==> config.mk <==
export PLATFORM = sky130hd
export DESIGN_NAME = bitrev_copy_ctrl
export DESIGN_NICKNAME = d
export VERILOG_FILES = /design/src/rtl/fft_pkg.sv /design/src/rtl/bitrev_dup_check.sv /design/src/rtl/bitrev_copy_ctrl.sv
export SDC_FILE = /design/constraint.sdc
export NUM_CORES = 1
export LEC_CHECK = 0
export BUFFER_PORTS_ARGS = -buffer_cell sky130_fd_sc_hd__buf_2
export CAP_MARGIN = 30
export CORE_UTILIZATION = 40
export DETAILED_ROUTE_END_ITERATION = 12
export PLACE_DENSITY_LB_ADDON = 0.3
export SYNTH_ARGS = -nofsm -noshare
export SYNTH_HDL_FRONTEND = slang
export SYNTH_HIERARCHICAL = 1
export SYNTH_SLANG_ARGS = --single-unit
==> constraint.sdc <==
create_clock -name clk -period 2.65 [get_ports clk]
set_clock_uncertainty 0.2 [all_clocks]
set_input_delay 0.1325 -clock clk [delete_from_list [all_inputs] [get_ports clk]]
set_output_delay 0.1325 -clock clk [all_outputs]
set_load 0.05 [all_outputs]
==> src/rtl/fft_pkg.sv <==
// Shared FFT definitions: default geometry, the reorder-copy FSM encoding,
// and the bit-reversal helper used to build golden address streams.
package fft_pkg;

   localparam int N_DEF            = 8;
   localparam int BITS_PER_ROW_DEF = 3;
   localparam int DATA_W_DEF       = 32;

   typedef enum logic [1:0] {
      ST_IDLE  = 2'd0,
      ST_COPY  = 2'd1,
      ST_DRAIN = 2'd2,
      ST_DONE  = 2'd3
   } copy_state_e;

   function automatic int unsigned bitrev(input int unsigned k, input int unsigned bits);
      int unsigned r;
      r = 0;
      for (int unsigned i = 0; i < bits; i++) begin
         r = (r << 1) | ((k >> i) & 1);
      end
      return r;
   endfunction

endpackage

==> src/rtl/bitrev_dup_check.sv <==
// Per-pass bitmap of destination addresses already written; flags a hit when
// an accepted address has been seen earlier in the same pass.
module bitrev_dup_check
   import fft_pkg::*;
#(
   parameter int N            = N_DEF,
   parameter int BITS_PER_ROW = BITS_PER_ROW_DEF
) (
   input  logic                    clk,
   input  logic                    rst_n,
   input  logic                    clear,
   input  logic                    set,
   input  logic [BITS_PER_ROW-1:0] addr,
   output logic                    hit
);

   logic [N-1:0] bitmap_q;
   logic [N-1:0] bitmap_d;

   always_comb begin
      bitmap_d = bitmap_q;
      if (clear) begin
         bitmap_d = '0;
      end else if (set) begin
         bitmap_d[addr] = 1'b1;
      end
   end

   always_ff @(posedge clk or negedge rst_n) begin
      if (!rst_n) begin
         bitmap_q <= '0;
      end else begin
         bitmap_q <= bitmap_d;
      end
   end

   // Hit looks at the bitmap before this accept's own bit is set.
   assign hit = set & ~clear & bitmap_q[addr];

endmodule

==> src/rtl/bitrev_copy_ctrl.sv <==
// Reorder copy between ping-pong banks: reads bank0 in natural order and writes
// each sample to bank1 at the bit-reversed address supplied by the generator.
module bitrev_copy_ctrl
   import fft_pkg::*;
#(
   parameter int N            = N_DEF,
   parameter int BITS_PER_ROW = BITS_PER_ROW_DEF,
   parameter int DATA_W       = DATA_W_DEF
) (
   input  logic                    clk,
   input  logic                    rst_n,
   input  logic                    start,
   input  logic [BITS_PER_ROW-1:0] addr_in,
   input  logic                    addr_valid,
   output logic                    addr_ready,
   output logic                    rd_en,
   output logic [BITS_PER_ROW-1:0] rd_addr,
   input  logic [DATA_W-1:0]       rd_data,
   output logic                    wr_en,
   output logic [BITS_PER_ROW-1:0] wr_addr,
   output logic [DATA_W-1:0]       wr_data,
   output logic                    busy,
   output logic                    done,
   output logic                    err_dup
);

   localparam int              CW   = BITS_PER_ROW + 1;
   localparam logic [CW-1:0]   LAST = CW'(N - 1);

   copy_state_e             state_q;
   copy_state_e             state_d;
   logic [CW-1:0]           cnt_q;
   logic [CW-1:0]           cnt_d;
   logic                    wr_en_q;
   logic                    wr_en_d;
   logic [BITS_PER_ROW-1:0] wr_addr_q;
   logic [BITS_PER_ROW-1:0] wr_addr_d;
   logic                    err_dup_q;
   logic                    err_dup_d;
   logic                    accept;
   logic                    start_ok;
   logic                    dup_hit;

   always_ff @(posedge clk or negedge rst_n) begin
      if (!rst_n) begin
         state_q <= ST_IDLE;
      end else begin
         state_q <= state_d;
      end
   end

   always_comb begin
      state_d = state_q;
      case (state_q)
         ST_IDLE:  if (start) state_d = ST_COPY;
         ST_COPY:  if (accept && (cnt_q == LAST)) state_d = ST_DRAIN;
         ST_DRAIN: state_d = ST_DONE;
         ST_DONE:  state_d = ST_IDLE;
         default:  state_d = ST_IDLE;
      endcase
   end

   always_comb begin
      addr_ready = (state_q == ST_COPY);
      busy       = (state_q == ST_COPY) || (state_q == ST_DRAIN);
      done       = (state_q == ST_DONE);
      start_ok   = start && (state_q == ST_IDLE);
      accept     = addr_valid && addr_ready;
      rd_en      = accept;
      rd_addr    = accept ? cnt_q[BITS_PER_ROW-1:0] : '0;
   end

   // The write stage trails each accept by one cycle, lining up with rd_data.
   always_comb begin
      cnt_d     = cnt_q;
      wr_en_d   = accept;
      wr_addr_d = accept ? addr_in : '0;
      err_dup_d = err_dup_q | dup_hit;
      if (start_ok) begin
         cnt_d     = '0;
         err_dup_d = 1'b0;
      end else if (accept) begin
         cnt_d = cnt_q + 1'b1;
      end
   end

   always_ff @(posedge clk or negedge rst_n) begin
      if (!rst_n) begin
         cnt_q     <= '0;
         wr_en_q   <= 1'b0;
         wr_addr_q <= '0;
         err_dup_q <= 1'b0;
      end else begin
         cnt_q     <= cnt_d;
         wr_en_q   <= wr_en_d;
         wr_addr_q <= wr_addr_d;
         err_dup_q <= err_dup_d;
      end
   end

   assign wr_en   = wr_en_q;
   assign wr_addr = wr_addr_q;
   assign wr_data = wr_en_q ? rd_data : '0;
   assign err_dup = err_dup_q;

   bitrev_dup_check #(
      .N            (N),
      .BITS_PER_ROW (BITS_PER_ROW)
   ) u_dup_check (
      .clk   (clk),
      .rst_n (rst_n),
      .clear (start_ok),
      .set   (accept),
      .addr  (addr_in),
      .hit   (dup_hit)
   );

endmodule

==> impl_metrics.json <==
{
  "drt_iter0_markers": 43,
  "power_density_nw_per_um2": 997,
  "cts_tree": "yes",
  "die_x_um": 55.5,
  "drt-total-wl_um": 2930,
  "clock-sinks": 19,
  "slowest_delay_ns": 0.58,
  "grt_pass1_vias": 1200,
  "die_h_um": 55.5,
  "syn_area_sq_um": 1140,
  "synth-seq-area-share_pct": 41.6,
  "synth_warnings": 6,
  "worst_slew_pin_slew_ns": 0.625,
  "crit_slowest_cell": "dlygate4sd3_1",
  "viasPerCell": 4.96,
  "synth_seq_cells": 19,
  "final_common_cell": "buf_2",
  "place_congestion": 0.732,
  "fin_tns_setup_ns": 0,
  "dp_hpwl_um": 2240,
  "vdd_ir_drop_max_mv": 1.05,
  "area_delta_synth_final_pct": 43.9,
  "cp-end-kind": "register",
  "num_rows": 19,
  "worst_ep_arrival_time_ns": 2.44,
  "final_cell_mix": "82 x buf_2, 34 x and2_1, 19 x dfrtp_1, 14 x nor2_1",
  "cp_cell_sequence": "inv_1, ha_1, and2_1, buf_4, and2b_2, a31oi_1, dlygate4sd3_1, nor2_1",
  "grtUsageTotal_pct": 20.4,
  "h-tree-depth": 1,
  "hold_slack_ns": 0.0204,
  "slew_headroom_pct": 58.3,
  "path_clk_slew_ns": 0.11,
  "fin_area_sq_um": 1650,
  "core_region_area_sq_um": 2730,
  "crit_path_start_kind": "register",
  "vias": 1190,
  "initial_core_util_pct": 41.8,
  "drive_gt1_share_pct": 45.5,
  "hold_viol_final": 0,
  "io_pins": 83,
  "grt_overflow": 0,
  "crit_fanout": 10,
  "syn_nets": 168,
  "antenna_found_initial": 0,
  "worstSkewPairLatency_ns": 0.29,
  "yosysUniqueCellTypes": 29,
  "port_buffers": 82,
  "worst_ep_required_time_ns": 2.64,
  "dieArea_sq_um": 3080,
  "hp-class": "input port to register",
  "synthCells": 123,
  "min_period_ns": 2.46,
  "cts_buffers": 3,
  "nets": 255,
  "fill_cells": 238,
  "status": "completed",
  "maxSlewViolCount": 0,
  "routedWlPerCell_um": 12.2,
  "power_mw": 1.64,
  "setup_violations": 0,
  "max_freq_mhz": 407,
  "dpl_cell_area_sq_um": 1580,
  "drv_cap": 0,
  "grt_pass1_wl_um": 5030,
  "worstSetupPathType": "register to register",
  "first_pass_iters": 4,
  "cts_root_buf": "clkbuf_4",
  "antennaDiodeCount": 0,
  "post-place-ws_ns": 0.772,
  "clock_path_buffers": 2,
  "postRouteAntennaNets": 0,
  "grt_max_degree": 34,
  "p_leak_nw": 0.993,
  "route.detailed.drc": 0,
  "syn_area_per_cell_sq_um": 9.30,
  "rsz0062_at_grt": "false",
  "fin_crit_sh_pct": 92.7,
  "fin_ws_ns": 0.193
}
## repair_timing
action,4_1_cts,5_1_grt
setup buffers,0,0
gates resized for setup,0,0
hold buffers,4,0
endpoints found under the hold margin,22,0
## flip-flops by register name, indices dropped and copies added (netlist names)
| register | flops |
|---|---|
| u_dup_check/bitmap_q | 8 |
| cnt_q | 4 |
| wr_addr | 3 |
| state_q | 2 |
| err_dup | 1 |
| wr_en | 1 |
## cells by family after synthesis
group           count (synthesis)  share of synthesized area (%)
simple gates                   66                           33.6
compound gates                 14                           7.44
fa+ha+maj                       6                           6.56
buf+inv                        10                           3.94
mux                             6                           5.36
xor+xnor                        2                           1.53
flops                          19                           41.6
## cell type report
class	count	area, sq um	area share [%]
clock buffer	3	22.5	1.37
inverter	4	15.0	0.913
timing repair buffer	88	465	28.3
clock inverter	1	5.00	0.304
sequential	19	475	28.9
tap	31	38.8	2.36
multi-input combinational	94	623	37.9
## power by group
| group | internal, mW | switching, mW |
|---|---|---|
| combinational | 0.295 | 0.701 |
| clock | 0.0561 | 0.0858 |
| sequential | 0.402 | 0.101 |
| total | 0.753 | 0.887 |
## metal layers
layer	GRT usage [%]	vias to the layer above	part of all wire [%]
li1	-	576	-
met1	21.8	551	39
met2	38.7	59	52
met3	4.68	4	7.5
met4	6.79	0	1.3
met5	0	-	0
## through the flow
step           instances  utilization [%]
3_5_place_dp         232             57.7
4_1_cts              240             60.2
3_3_place_gp         232             57.7
6_report             240             60.2
2_1_floorplan        123                -
5_1_grt              240             60.2
## final timing paths
check | endpoint | slack (ns) | cells past startpoint | from
setup / recovery | u_dup_check/bitmap_q[5]$_DFFE_PN0P_ | 0.19 | 8 | state_q[1]$_DFFE_PN0P_
hold / removal | wr_addr[2]$_DFF_PN0_ | 0.02 | 2 | addr_valid
setup reg to reg | u_dup_check/bitmap_q[5]$_DFFE_PN0P_ | 0.19 | 8 | state_q[1]$_DFFE_PN0P_
hold reg to reg | u_dup_check/bitmap_q[0]$_DFFE_PN0P_ | 0.31 | 2 | u_dup_check/bitmap_q[0]$_DFFE_PN0P_
max in group asynchronous | cnt_q[3]$_DFFE_PN0P_ | 1.86 | 2 | rst_n
min in group asynchronous | u_dup_check/bitmap_q[0]$_DFFE_PN0P_ | 0.10 | 2 | rst_n
## Yosys cell counts, drive strengths merged
master,instances,area [sq um]
a21oi,6,30.0
a22oi,1,7.51
a311oi,1,8.76
a31oi,4,25.0
a41oi,1,8.76
and2,34,213
and2b,1,8.76
and3,6,43.8
buf,2,15.0
clkbuf,4,15.0
dfrtp,19,475
ha,6,75.1
inv,4,15.0
mux2,1,11.3
mux2i,5,50.1
nand2,3,11.3
nand2b,1,6.26
nand3,2,15.0
nand4b,1,8.76
nor2,14,52.6
nor2b,3,18.8
o21ai,1,5.00
or3,1,6.26
xnor2,1,8.76
xor2,1,8.76
## worst max-delay path, delay by kind of cell (launching register included)
family,cells,cell delay (ns)
flops,1,0.40
compound gates,1,0.16
fa+ha+maj,1,0.29
buf+inv,3,0.85
simple gates,3,0.47
No activity file was read; power rests on OpenSTA's default activity.
